--- config.mk ---
export PLATFORM = sky130hd
export DESIGN_NAME = mem_arbiter_flat
export DESIGN_NICKNAME = d
export VERILOG_FILES = /design/src/rtl/mem_arbiter_if.sv /design/src/rtl/mem_arbiter.sv /design/src/flat_wrapper.sv
export SDC_FILE = /design/constraint.sdc
export NUM_CORES = 1
export LEC_CHECK = 0
export BUFFER_PORTS_ARGS = -buffer_cell sky130_fd_sc_hd__buf_2
export CAP_MARGIN = 25
export CORE_MARGIN = 2
export CORE_UTILIZATION = 45
export CTS_CLUSTER_SIZE = 28
export DETAILED_ROUTE_END_ITERATION = 12
export PLACE_DENSITY_LB_ADDON = 0.1
export SETUP_SLACK_MARGIN = 0.15
export SLEW_MARGIN = 5
export SYNTH_ARGS = -nofsm -noshare
export SYNTH_HDL_FRONTEND = slang
export SYNTH_SLANG_ARGS = --single-unit
export TNS_END_PERCENT = 1
--- constraint.sdc ---
create_clock -name clk -period 2.85 [get_ports clk]
set_clock_uncertainty 0.2 [all_clocks]
set_input_delay 0.285 -clock clk [delete_from_list [all_inputs] [get_ports clk]]
set_output_delay 0.285 -clock clk [all_outputs]
set_load 0.01 [all_outputs]
--- src/rtl/mem_arbiter_if.sv ---
// Bundle of the fetch port, the load/store port and the shared RAM bus.
// The master modport is the arbiter's view. The slave modport is the view
// of the surrounding CPU ports and RAM.
interface mem_arbiter_if;
    logic        i_req;
    logic [31:0] i_addr;
    logic        i_ack;
    logic [31:0] i_rdata;

    logic        d_req;
    logic        d_we;
    logic [31:0] d_addr;
    logic [31:0] d_wdata;
    logic [1:0]  d_width;
    logic        d_ack;
    logic [31:0] d_rdata;
    logic        d_err;

    logic [31:0] mem_addr;
    logic [31:0] mem_write_data;
    logic [1:0]  mem_width;
    logic        mem_read_valid;
    logic        mem_write_valid;
    logic [31:0] mem_read_data;
    logic        mem_valid;

    logic        arb_busy;

    modport master (
        input  i_req, i_addr, d_req, d_we, d_addr, d_wdata, d_width,
               mem_read_data, mem_valid,
        output i_ack, i_rdata, d_ack, d_rdata, d_err,
               mem_addr, mem_write_data, mem_width, mem_read_valid,
               mem_write_valid, arb_busy
    );

    modport slave (
        output i_req, i_addr, d_req, d_we, d_addr, d_wdata, d_width,
               mem_read_data, mem_valid,
        input  i_ack, i_rdata, d_ack, d_rdata, d_err,
               mem_addr, mem_write_data, mem_width, mem_read_valid,
               mem_write_valid, arb_busy
    );
endinterface

--- src/rtl/mem_arbiter.sv ---
// Two-port arbiter between the instruction-fetch and load/store ports and a
// single shared RAM. One access at a time: strobe the RAM for one cycle, wait
// for read data (bounded by TIMEOUT), then pulse the granted port's ack.
// Writes are acknowledged locally because the RAM never answers them.
// Optional feature: define MEM_ARB_ROUND_ROBIN_EN to alternate grants on
// conflicts. Otherwise the data port always wins conflicts.
module mem_arbiter #(
    parameter int unsigned TIMEOUT = 4
) (
    input  logic          clk,
    input  logic          rst,
    mem_arbiter_if.master bus
);

    typedef enum logic [1:0] {IDLE, REQ, WAIT, RESP} state_t;

    localparam logic [7:0] CNT_LAST = 8'(TIMEOUT - 1);

    state_t      state, state_nxt;
    logic        grant_data, grant_data_nxt;
    logic        is_write, is_write_nxt;
    logic [31:0] addr_q, addr_nxt;
    logic [31:0] wdata_q, wdata_nxt;
    logic [1:0]  width_q, width_nxt;
    logic        rd_vld_q, rd_vld_nxt;
    logic        wr_vld_q, wr_vld_nxt;
    logic [31:0] rdata_q, rdata_nxt;
    logic        err_q, err_nxt;
    logic        i_ack_q, i_ack_nxt;
    logic        d_ack_q, d_ack_nxt;
    logic [7:0]  cnt_q, cnt_nxt;
    logic        busy_q, busy_nxt;
    logic        pick_data;

`ifdef MEM_ARB_ROUND_ROBIN_EN
    logic        last_data, last_data_nxt;
    assign pick_data = bus.d_req && (!bus.i_req || !last_data);
`else
    assign pick_data = bus.d_req;
`endif

    assign bus.i_ack           = i_ack_q;
    assign bus.d_ack           = d_ack_q;
    assign bus.i_rdata         = rdata_q;
    assign bus.d_rdata         = rdata_q;
    assign bus.d_err           = err_q;
    assign bus.mem_addr        = addr_q;
    assign bus.mem_write_data  = wdata_q;
    assign bus.mem_width       = width_q;
    assign bus.mem_read_valid  = rd_vld_q;
    assign bus.mem_write_valid = wr_vld_q;
    assign bus.arb_busy        = busy_q;

    // Next-state and next-output logic; strobes and acks default low so they pulse.
    always_comb begin
        state_nxt      = state;
        grant_data_nxt = grant_data;
        is_write_nxt   = is_write;
        addr_nxt       = addr_q;
        wdata_nxt      = wdata_q;
        width_nxt      = width_q;
        rd_vld_nxt     = 1'b0;
        wr_vld_nxt     = 1'b0;
        rdata_nxt      = rdata_q;
        err_nxt        = err_q;
        i_ack_nxt      = 1'b0;
        d_ack_nxt      = 1'b0;
        cnt_nxt        = cnt_q;
`ifdef MEM_ARB_ROUND_ROBIN_EN
        last_data_nxt  = last_data;
`endif
        case (state)
            IDLE: begin
                if (bus.i_req || bus.d_req) begin
                    state_nxt      = REQ;
                    grant_data_nxt = pick_data;
`ifdef MEM_ARB_ROUND_ROBIN_EN
                    last_data_nxt  = pick_data;
`endif
                    if (pick_data) begin
                        is_write_nxt = bus.d_we;
                        addr_nxt     = bus.d_addr;
                        wdata_nxt    = bus.d_wdata;
                        width_nxt    = bus.d_width;
                        rd_vld_nxt   = !bus.d_we;
                        wr_vld_nxt   = bus.d_we;
                    end else begin
                        is_write_nxt = 1'b0;
                        addr_nxt     = bus.i_addr;
                        wdata_nxt    = 32'h0;
                        width_nxt    = 2'd2;
                        rd_vld_nxt   = 1'b1;
                    end
                end
            end
            REQ: begin
                if (is_write) begin
                    state_nxt = RESP;
                    d_ack_nxt = grant_data;
                    i_ack_nxt = !grant_data;
                end else begin
                    state_nxt = WAIT;
                    cnt_nxt   = 8'h0;
                end
            end
            WAIT: begin
                if (bus.mem_valid) begin
                    state_nxt = RESP;
                    rdata_nxt = bus.mem_read_data;
                    d_ack_nxt = grant_data;
                    i_ack_nxt = !grant_data;
                end else if (cnt_q == CNT_LAST) begin
                    state_nxt = RESP;
                    rdata_nxt = 32'h0;
                    err_nxt   = 1'b1;
                    d_ack_nxt = grant_data;
                    i_ack_nxt = !grant_data;
                end else begin
                    cnt_nxt = cnt_q + 8'd1;
                end
            end
            RESP: begin
                state_nxt = IDLE;
                err_nxt   = 1'b0;
            end
            default: state_nxt = IDLE;
        endcase
        busy_nxt = (state_nxt != IDLE);
    end

    // State and registered-output update; reset abandons any in-flight access.
    always_ff @(posedge clk or negedge rst) begin
        if (!rst) begin
            state      <= IDLE;
            grant_data <= 1'b0;
            is_write   <= 1'b0;
            addr_q     <= 32'h0;
            wdata_q    <= 32'h0;
            width_q    <= 2'd0;
            rd_vld_q   <= 1'b0;
            wr_vld_q   <= 1'b0;
            rdata_q    <= 32'h0;
            err_q      <= 1'b0;
            i_ack_q    <= 1'b0;
            d_ack_q    <= 1'b0;
            cnt_q      <= 8'h0;
            busy_q     <= 1'b0;
`ifdef MEM_ARB_ROUND_ROBIN_EN
            last_data  <= 1'b0;
`endif
        end else begin
            state      <= state_nxt;
            grant_data <= grant_data_nxt;
            is_write   <= is_write_nxt;
            addr_q     <= addr_nxt;
            wdata_q    <= wdata_nxt;
            width_q    <= width_nxt;
            rd_vld_q   <= rd_vld_nxt;
            wr_vld_q   <= wr_vld_nxt;
            rdata_q    <= rdata_nxt;
            err_q      <= err_nxt;
            i_ack_q    <= i_ack_nxt;
            d_ack_q    <= d_ack_nxt;
            cnt_q      <= cnt_nxt;
            busy_q     <= busy_nxt;
`ifdef MEM_ARB_ROUND_ROBIN_EN
            last_data  <= last_data_nxt;
`endif
        end
    end

endmodule

--- src/flat_wrapper.sv ---
// flat-port wrapper written by rule: the top's interface ports become plain ports
module mem_arbiter_flat 
#(
    parameter int unsigned TIMEOUT = 4
)
  (clk, rst, bus_i_req, bus_i_addr, bus_d_req, bus_d_we, bus_d_addr, bus_d_wdata, bus_d_width, bus_mem_read_data, bus_mem_valid, bus_i_ack, bus_i_rdata, bus_d_ack, bus_d_rdata, bus_d_err, bus_mem_addr, bus_mem_write_data, bus_mem_width, bus_mem_read_valid, bus_mem_write_valid, bus_arb_busy);
  mem_arbiter_if bus_i ();
  input  logic clk;
  input  logic rst;
  input wire logic [$bits(bus_i.i_req)-1:0] bus_i_req;
  input wire logic [$bits(bus_i.i_addr)-1:0] bus_i_addr;
  input wire logic [$bits(bus_i.d_req)-1:0] bus_d_req;
  input wire logic [$bits(bus_i.d_we)-1:0] bus_d_we;
  input wire logic [$bits(bus_i.d_addr)-1:0] bus_d_addr;
  input wire logic [$bits(bus_i.d_wdata)-1:0] bus_d_wdata;
  input wire logic [$bits(bus_i.d_width)-1:0] bus_d_width;
  input wire logic [$bits(bus_i.mem_read_data)-1:0] bus_mem_read_data;
  input wire logic [$bits(bus_i.mem_valid)-1:0] bus_mem_valid;
  output wire logic [$bits(bus_i.i_ack)-1:0] bus_i_ack;
  output wire logic [$bits(bus_i.i_rdata)-1:0] bus_i_rdata;
  output wire logic [$bits(bus_i.d_ack)-1:0] bus_d_ack;
  output wire logic [$bits(bus_i.d_rdata)-1:0] bus_d_rdata;
  output wire logic [$bits(bus_i.d_err)-1:0] bus_d_err;
  output wire logic [$bits(bus_i.mem_addr)-1:0] bus_mem_addr;
  output wire logic [$bits(bus_i.mem_write_data)-1:0] bus_mem_write_data;
  output wire logic [$bits(bus_i.mem_width)-1:0] bus_mem_width;
  output wire logic [$bits(bus_i.mem_read_valid)-1:0] bus_mem_read_valid;
  output wire logic [$bits(bus_i.mem_write_valid)-1:0] bus_mem_write_valid;
  output wire logic [$bits(bus_i.arb_busy)-1:0] bus_arb_busy;
  assign bus_i.i_req = bus_i_req;
  assign bus_i.i_addr = bus_i_addr;
  assign bus_i.d_req = bus_d_req;
  assign bus_i.d_we = bus_d_we;
  assign bus_i.d_addr = bus_d_addr;
  assign bus_i.d_wdata = bus_d_wdata;
  assign bus_i.d_width = bus_d_width;
  assign bus_i.mem_read_data = bus_mem_read_data;
  assign bus_i.mem_valid = bus_mem_valid;
  assign bus_i_ack = bus_i.i_ack;
  assign bus_i_rdata = bus_i.i_rdata;
  assign bus_d_ack = bus_i.d_ack;
  assign bus_d_rdata = bus_i.d_rdata;
  assign bus_d_err = bus_i.d_err;
  assign bus_mem_addr = bus_i.mem_addr;
  assign bus_mem_write_data = bus_i.mem_write_data;
  assign bus_mem_width = bus_i.mem_width;
  assign bus_mem_read_valid = bus_i.mem_read_valid;
  assign bus_mem_write_valid = bus_i.mem_write_valid;
  assign bus_arb_busy = bus_i.arb_busy;
  mem_arbiter #(.TIMEOUT(TIMEOUT)) u_core (.clk(clk), .rst(rst), .bus(bus_i));
endmodule
==> results of run 1 <==
[through the flow]
| stage | setup WS (ns) | area, um^2 |
|---|---|---|
| after floorplan | 1.13 | 5100 |
| after global placement | 0.652 | 6330 |
| after detailed placement | 0.503 | 6330 |
| after CTS | 0.476 | 8100 |
| after global routing | 0.379 | 8100 |
| final | 0.516 | 8100 |
[power by group]
part	leakage, nW	internal (mW)	switching (mW)
clock	0.277	1.33	0.692
sequential	1.47	2.35	0.449
combinational	2.64	1.32	1.76
total	4.39	5.00	2.90
[sequential cells by signal (all words and copies together), names as in the netlist, 2 cells and up]
register	cells
u_core.bus.mem_write_data	32
u_core.cnt_q	8
u_core.bus.mem_addr	32
u_core.state	2
u_core.bus.mem_width	2
u_core.bus.d_rdata	32
[worst min-delay path, cell delays in order]
cell	delay, ns
buf_2	0.07
mux2i_1	0.06
o21ai_0	0.14
[worst paths after layout]
path,startpoint,endpoint,slack (ns),depth (start not counted)
setup / recovery,u_core.state[0],u_core.bus.d_rdata[4],0.52,5
hold / removal,bus_d_addr[23],u_core.bus.mem_addr[23],-0.009,3
setup reg to reg,u_core.state[0],u_core.bus.d_rdata[4],0.52,5
hold reg to reg,u_core.bus.mem_write_data[19],u_core.bus.mem_write_data[19],0.26,2
max in group asynchronous,rst,u_core.bus.mem_write_data[28],1.45,3
min in group asynchronous,rst,u_core.bus.mem_addr[23],0.27,2
[cell usage in the layout, fill, tap and decap left out, drive strengths merged]
cell type,count
o21a,2
o31ai,3
nor4b,3
nand4bb,1
bufinv,2
a22o,32
nand4,1
a21oi,7
clkbuf,22
inv,6
nand2,108
nand3,34
or3,2
clkinv,4
nand4b,2
mux2i,32
nor3b,1
dfrtp,116
o22ai,1
ha,5
nor2b,1
and2,3
nor2,1
nand2b,2
or2,4
and3,1
a21o,1
dlygate4sd3,121
a31oi,1
buf,278
a211oi,1
a2bb2oi,1
o21ai,44
[metal layers]
metal	track usage, %	routed length (um)
met3	7.85	1090
met4	8.58	333
met2	46.1	8130
met1	30.4	6160
met5	0	0
[logic make-up (layout without fill, tap and decap cells)]
group	count (synthesis)	in the layout	share of synthesized area (%)
DFF	116	116	56.9
adders and majority gates	5	5	1.23
AOI/OAI and AO/OA	93	93	12.3
and+or+nand+nor	164	164	15.2
muxes	32	32	6.28
buffers and inverters	69	433	8.00
[final cells by class]
class	count	area, um^2
Timing Repair Buffer	399	2650
Tap cell	140	175
Multi-Input combinational cell	294	1800
Clock inverter	6	80.1
Fill cell	748	2840
Sequential cell	116	2900
Inverter	6	22.5
Clock buffer	22	474
==> impl_metrics.env, run 1 <==
export IMPL_fin_util_pct=74.1
export IMPL_via_count=4922
export IMPL_drive_gt1_share_pct=37.2
export IMPL_die_area_mm2=0.0122
export IMPL_dr_pass1_iters=5
export IMPL_fp_coreArea_mm2=0.0109
export IMPL_hold_viol_final=1
export IMPL_ys_async_sr_fraction_pct=100
export IMPL_htreeDepth=4
export IMPL_cts_tree="built"
export IMPL_rsz0062_at_grt="false"
export IMPL_grt_overflow_total=0
export IMPL_cpPeakStageDelay_ns=0.69
export IMPL_syn_area_per_cell_um2=10.6
export IMPL_clockBufferDepth=2
export IMPL_start_util_pct=46.6
export IMPL_cap_violations=0
export IMPL_wl_per_cell_um=16.0
export IMPL_required_ns=2.98
export IMPL_failed_checks="hold timing"
export IMPL_diodes=0
export IMPL_synth_top_area_cell="dfrtp_1"
export IMPL_die_h_um=110
export IMPL_ys_ff_latch=116
export IMPL_synth_area_leaders="dfrtp_1, nand2_1, mux2i_1, a22o_1, buf_4"
export IMPL_cts_hold_buf=121
export IMPL_synth_area_mm2=0.00510
export IMPL_worst_path_max_delay_cell="a21oi_4"
export IMPL_p_leak_nw=4.39
export IMPL_finalPower_mw=7.90
export IMPL_synthesis_nets=620
export IMPL_grt_pass1_vias=5027
export IMPL_place_hpwl_um=9580
export IMPL_nets=975
export IMPL_path_class="flop to flop"
export IMPL_syn_inst=479
export IMPL_yosysWarnings=0
export IMPL_setup_violations=0
export IMPL_rows=38
export IMPL_drtIter0Drc=324
export IMPL_grt_max_degree=69
export IMPL_via_per_inst=5.01
export IMPL_crit_fanout=34
export IMPL_boundaryPins=272
export IMPL_ys_seq_area_share_pct=56.9
export IMPL_worstSetupStartpointType="flop"
export IMPL_maxSlewHeadroom_pct=40.7
export IMPL_cts_resized=0
export IMPL_arrival_ns=2.47
export IMPL_synth_distinct_cells=40
export IMPL_synthFlopType="dfrtp_1"
export IMPL_grt_first_pass_wirelength_um=25600
export IMPL_dpl_cell_count=834
export IMPL_cts_inserted_buffers=17
export IMPL_fin_setup_tns_ns=0
export IMPL_cp_buffers_inverters=1
export IMPL_crit_chain="inv_1 > ha_1 > and2_1 > a21oi_4 > a22o_1"
export IMPL_slew_violations=0
export IMPL_antenna_found_initial=0
export IMPL_worst_slew_pin_slew_ns=0.888
export IMPL_clock_latency_ns=0.40
export IMPL_port_buffer_count=271
export IMPL_cts_root_buffer="clkbuf_16"
export IMPL_stdcell_count=983
export IMPL_fin_crit_ns=2.33
export IMPL_ant_nets=0
export IMPL_fmax_mhz=428
export IMPL_status="finished with violations"
export IMPL_die_x_um=110
export IMPL_whs_ns=-0.00899
export IMPL_synth_edf_count=0
export IMPL_synth_most_common_cell="dfrtp_1"
export IMPL_grt_total_usage_pct=26.1
export IMPL_drc=0
export IMPL_crit_path_end_kind="flop"
export IMPL_synth_top_area_share_pct=56.9
export IMPL_cts_setup_buffers=0
export IMPL_clkTransAtPathRegs_ns=0.05
export IMPL_clock_sinks=116
export IMPL_power_density_mw_per_mm2=975
export IMPL_cp_top_family="compound AO/OA/AOI/OAI gates"
export IMPL_area_growth_pct=58.9
export IMPL_fin_crit_sh_pct=81.9
export IMPL_vdd_drop_max_v=0.000576
export IMPL_synth_common_cells="dfrtp_1, nand2_1, o21ai_0, buf_4, nand3_1"
export IMPL_hold_class="input pin to flop"
export IMPL_routed_wl_um=15700
export IMPL_gp_congestion=0.819
(Power assumes the default switching activity.)
==> run 2: changes to the inputs <==
ABC_AREA = 1   (was unset)
clock period = 2.4 ns   (was 2.85 ns; I/O delays follow)
==> impl_metrics.env, run 2 <==
export IMPL_hold_class="input pin to flop"
export IMPL_port_buffer_count=271
export IMPL_clkTransAtPathRegs_ns=0.05
export IMPL_synthFlopType="dfrtp_1"
export IMPL_intPower_mw=6.46
export IMPL_worst_path_max_delay_cell="dlygate4sd3_1"
export IMPL_area_growth_pct=63.4
export IMPL_fin_crit_sh_pct=88.1
export IMPL_ys_seq_area_share_pct=56.8
export IMPL_synthesis_nets=686
export IMPL_fmax_mhz=473
export IMPL_boundaryPins=272
export IMPL_fin_util_pct=76.0
export IMPL_setup_violations=0
export IMPL_drtIter0Drc=409
export IMPL_synth_edf_count=0
export IMPL_via_per_inst=5.17
export IMPL_whs_path_depth=4
export IMPL_p_sw_share_pct=36.2
export IMPL_arrival_ns=2.26
export IMPL_worstSetupStartpointType="flop"
export IMPL_fillers=726
export IMPL_yosysWarnings=0
export IMPL_wl_per_cell_um=16.1
export IMPL_diodes=0
export IMPL_place_area_mm2=0.00636
export IMPL_combPwrFrac_pct=40.1
export IMPL_clock_latency_ns=0.40
export IMPL_status="completed"
export IMPL_fin_crit_ns=2.12
export IMPL_die_h_um=111
export IMPL_clock_sinks=116
export IMPL_holdPathEnd="u_core.is_write"
export IMPL_p_leak_nw=4.37
export IMPL_grt_total_usage_pct=28.5
export IMPL_ys_async_sr_fraction_pct=100
export IMPL_min_from="bus_i_req"
export IMPL_drive_gt1_share_pct=34.6
export IMPL_clockBufferDepth=2
export IMPL_cts_root_buffer="clkbuf_16"
export IMPL_grt_max_degree=45
export IMPL_reg2regPathDepth=7
export IMPL_hold_viol_final=0
export IMPL_die_x_um=111
export IMPL_power_frac_seq_pct=33.3
export IMPL_cap_violations=0
export IMPL_fin_setup_tns_ns=0
export IMPL_crit_fanout=24
export IMPL_vdd_drop_max_v=0.000650
export IMPL_crit_path_end_kind="flop"
export IMPL_maxSlewHeadroom_pct=68.3
export IMPL_required_ns=2.54
export IMPL_grt_overflow_total=0
export IMPL_grt_first_pass_wirelength_um=28200
export IMPL_cpPeakStageDelay_ns=0.58
export IMPL_crit_chain="inv_1 > ha_1 > o21ai_4 > inv_6 > nor2_1 > a31oi_1 > dlygate4sd3_1"
export IMPL_gp_congestion=0.829
export IMPL_grt_pass1_vias=5808
export IMPL_routed_wl_um=17200
export IMPL_finalPower_mw=10.1
export IMPL_stdcell_count=1066
export IMPL_synth_area_mm2=0.00511
export IMPL_htreeDepth=4
export IMPL_place_hpwl_um=10300
export IMPL_slew_violations=0
export IMPL_synth_top_area_cell="dfrtp_1"
export IMPL_drc=0
export IMPL_synth_common_cells="nand2_1, dfrtp_1, nand3_1, nor2_1"
export IMPL_antenna_found_initial=0
export IMPL_nets=1055
export IMPL_dr_pass1_iters=5
export IMPL_postLayoutCellArea_mm2=0.00835
export IMPL_path_class="flop to flop"
export IMPL_cts_setup_buffers=0
export IMPL_power_density_mw_per_mm2=1210
export IMPL_via_count=5511
export IMPL_syn_area_per_cell_um2=9.38
export IMPL_start_util_pct=46.5
export IMPL_rows=38
export IMPL_final_cell_mix="buf_2, dlygate4sd3_1, nand2_1"
export IMPL_p_sw_mw=3.67
export IMPL_clock_power_share_pct=26.6
export IMPL_cp_buffers_inverters=3
export IMPL_synth_distinct_cells=25
export IMPL_cp_top_family="buffers and inverters"
export IMPL_ant_nets=0
export IMPL_cts_inserted_buffers=17
export IMPL_ys_ff_latch=116
export IMPL_final_common_cell="buf_2"
export IMPL_synth_most_common_cell="nand2_1"
export IMPL_synth_top_area_share_pct=56.8
export IMPL_rsz0062_at_grt="false"
export IMPL_die_area_mm2=0.0122
export IMPL_reg2reg_from="u_core.state[0]"
export IMPL_syn_inst=545
export IMPL_dpl_cell_count=900
export IMPL_worst_slew_pin_slew_ns=0.475
export IMPL_reg2reg_slack_ns=0.28
export IMPL_cts_tree="built"
export IMPL_fp_coreArea_mm2=0.0110
export IMPL_rr_endpoint="u_core.bus.mem_addr[4]"
export IMPL_synth_area_leaders="dfrtp_1, nand2_1, nand3_1, a22o_1, buf_4"
run 2: changes by cell type in the layout (fill, tap and decap cells not counted), moves of 3 or more:
cell / delta
a31oi_1: +31
nand2_1: +26
dlygate4sd3_1: +14
o31ai_1: -3
buf_4: +4
a21oi_1: -4
inv_1: +10
mux2i_1: -32
o21ai_0: -29
nor2_1: +40
nand3_1: +42
run 2: logic make-up after synthesis:
| kind of cell | after synthesis | synth area share (%) |
|---|---|---|
| simple gates | 256 | 21.0 |
| compound gates | 82 | 11.6 |
| flops | 116 | 56.8 |
| buf+inv | 86 | 9.40 |
| fa+ha+maj | 5 | 1.22 |
run 2: final cells by class:
class / count / area, um^2 / share of cell area, %
flip-flops and latches: 116 / 2900 / 34.8
repair buffers: 418 / 2840 / 34.0
inverters: 18 / 72.6 / 0.869
clock buffers: 22 / 484 / 5.80
clock inverters: 9 / 150 / 1.80
multi-input cells: 343 / 1730 / 20.7
well taps: 140 / 175 / 2.10
run 2: per-stage QoR:
step / setup WS, ns / hold slack (ns)
4_1_cts: 0.202 / 0.00581
3_3_place_gp: 0.492 / 0.0222
2_1_floorplan: 0.691 / -0.256
6_report: 0.285 / 0.0346
5_1_grt: 0.181 / 0.0734
3_5_place_dp: 0.403 / 0.0211
run 2: tightest hold or removal path: cells and delay by family:
kind / cells / cell delay [ns]
AO/OA/AOI/OAI: 2 / 0.17
buffers and inverters: 1 / 0.12
AND/OR/NAND/NOR: 1 / 0.06
run 2: timing repair:
action,in CTS,in global routing
hold buffers,135,0
gates resized for setup,0,3
endpoints found under the setup margin,0,11
endpoints found under the hold margin,133,0
run 2: worst max path at each step:
| stage | start | endpoint | slack, ns | cells past startpoint |
|---|---|---|---|---|
| after detailed placement | u_core.state[0] | u_core.cnt_q[7] | 0.40 | 7 |
| after global placement | u_core.state[0] | u_core.cnt_q[7] | 0.49 | 7 |
| after global routing | u_core.state[0] | u_core.bus.mem_addr[13] | 0.18 | 7 |
| after CTS | u_core.state[0] | u_core.bus.mem_addr[8] | 0.20 | 7 |
| after floorplan | u_core.state[0] | u_core.cnt_q[3] | 0.69 | 9 |
| final | u_core.state[0] | u_core.bus.mem_addr[4] | 0.28 | 7 |
run 2: per-layer routing:
metal,wire length [um],GRT usage [%],vias to the layer above
met5,0,0,-
li1,-,-,2534
met1,6590,32.7,2633
met3,1290,7.08,47
met2,8820,50.0,297
met4,502,12.8,0
run 2: power by group through the flow:
stage	Clock (mW)	Sequential [mW]	Combinational, mW
2_1_floorplan	0	3.69	2.01
3_3_place_gp	0	3.33	3.56
3_5_place_dp	0	3.34	3.63
4_1_cts	2.73	3.35	3.96
5_1_grt	2.83	3.48	4.41
6_report	2.70	3.37	4.06
==> run 3: changes to the inputs <==
BUFFER_PORTS_ARGS = -buffer_cell sky130_fd_sc_hd__clkbuf_2   (was -buffer_cell sky130_fd_sc_hd__buf_2)
CTS_BUF_LIST = sky130_fd_sc_hd__clkbuf_8 sky130_fd_sc_hd__clkbuf_16   (was unset)
==> impl_metrics.env, run 3 (synthesis results as in run 2) <==
export IMPL_status="completed"
export IMPL_final_cell_mix="clkbuf_2, dlygate4sd3_1, nand2_1"
export IMPL_grt_pass1_vias=5609
export IMPL_rsz0062_at_grt="true"
export IMPL_fin_crit_ns=2.14
export IMPL_dpl_cell_count=902
export IMPL_fin_setup_tns_ns=0
export IMPL_clock_latency_ns=0.41
export IMPL_antenna_found_initial=0
export IMPL_diodes=0
export IMPL_boundaryPins=272
export IMPL_drc=0
export IMPL_cts_tree="built"
export IMPL_htreeDepth=4
export IMPL_wl_per_cell_um=16.0
export IMPL_vdd_drop_max_v=0.000632
export IMPL_worstSetupStartpointType="input pin"
export IMPL_maxSlewHeadroom_pct=70.8
export IMPL_required_ns=2.55
export IMPL_via_per_inst=5.12
export IMPL_cap_violations=0
export IMPL_drtIter0Drc=467
export IMPL_grt_overflow_total=0
export IMPL_arrival_ns=2.29
export IMPL_power_density_mw_per_mm2=1200
export IMPL_area_growth_pct=63.8
export IMPL_path_class="input pin to flop"
export IMPL_gp_congestion=0.895
export IMPL_cts_root_buffer="clkbuf_16"
export IMPL_cts_inserted_buffers=17
export IMPL_final_common_cell="clkbuf_2"
export IMPL_port_buffer_count=271
export IMPL_setup_violations=0
export IMPL_clkTransAtPathRegs_ns=0.06
export IMPL_drive_gt1_share_pct=34.7
export IMPL_dr_pass1_iters=6
export IMPL_grt_total_usage_pct=28.5
export IMPL_nets=1057
export IMPL_place_hpwl_um=10200
export IMPL_grt_first_pass_wirelength_um=27900
export IMPL_hold_viol_final=0
export IMPL_ant_nets=0
export IMPL_die_h_um=111
export IMPL_via_count=5472
export IMPL_clock_sinks=116
export IMPL_grt_max_degree=63
export IMPL_rows=38
export IMPL_crit_path_end_kind="flop"
export IMPL_die_area_mm2=0.0122
export IMPL_worst_slew_pin_slew_ns=0.436
export IMPL_routed_wl_um=17100
export IMPL_hold_class="input pin to async pin"
export IMPL_die_x_um=111
export IMPL_clockBufferDepth=2
export IMPL_start_util_pct=46.5
export IMPL_slew_violations=0
export IMPL_crit_fanout=33
export IMPL_fin_crit_sh_pct=89.2
export IMPL_fp_coreArea_mm2=0.0110
export IMPL_p_leak_nw=4.41
export IMPL_fmax_mhz=467
export IMPL_stdcell_count=1069
[run 3: cell type report]
class / instances / area, um^2
clock inverter: 12 / 161
multi-input combinational: 343 / 1730
tap: 140 / 175
inverter: 18 / 72.6
sequential: 116 / 2900
clock buffer: 20 / 467
fill: 720 / 2610
timing repair buffer: 420 / 2870
[run 3: timing repair]
action                                  CTS  global route
hold buffers                            135             0
resized for setup                         0             4
endpoints found under the setup margin    0             9
setup buffers                             0             0
hold endpoints to repair                217             0
[run 3: worst paths after layout]
check	cells past startpoint	startpoint	end	slack (ns)
worst max-delay path	6	bus_d_req	u_core.bus.mem_addr[4]	0.26
min in group clk	4	bus_mem_valid	u_core.bus.d_rdata[14]	0.15
max in group asynchronous	3	rst	u_core.bus.d_rdata[9]	1.42
worst min-delay path	2	rst	u_core.bus.mem_addr[0]	0.02
worst min register to register	1	u_core.grant_data	u_core.bus.i_ack	0.23
worst max register to register	7	u_core.state[0]	u_core.bus.mem_addr[10]	0.29
[run 3: power breakdown]
part | switching, mW | total (mW) | internal [mW]
Clock | 0.863 | 2.66 | 1.80
Combinational | 2.24 | 4.02 | 1.78
Sequential | 0.591 | 3.41 | 2.82
[run 3: stage by stage]
stage	hold slack, ns	area [um^2]	util (%)	setup slack [ns]	power (mW)
2_1_floorplan	-0.256	5110	-	0.691	5.69
3_3_place_gp	-0.103	6390	58.2	0.393	6.97
3_5_place_dp	-0.103	6390	58.2	0.287	7.04
4_1_cts	0.00880	8370	76.2	0.181	10.0
5_1_grt	0.0153	8370	76.2	0.127	10.7
6_report	0.0174	8370	76.2	0.259	10.1
[run 3: worst max-delay path, stage by stage]
cell           delay, ns
dlygate4sd3_1       0.52
clkbuf_2            0.18
buf_4               0.37
nand2_1             0.17
a31oi_1             0.23
dlygate4sd3_1       0.57
[run 3: per-layer routing]
layer / share of wire, % / global-route usage, % / vias to the layer above / wire length (um)
met1: 37 / 32.4 / 2523 / 6270
met5: 0 / 0 / - / 0
li1: - / - / 2540 / -
met4: 4.1 / 15.3 / 0 / 704
met3: 8.1 / 7.79 / 69 / 1380
met2: 51 / 48.6 / 340 / 8780
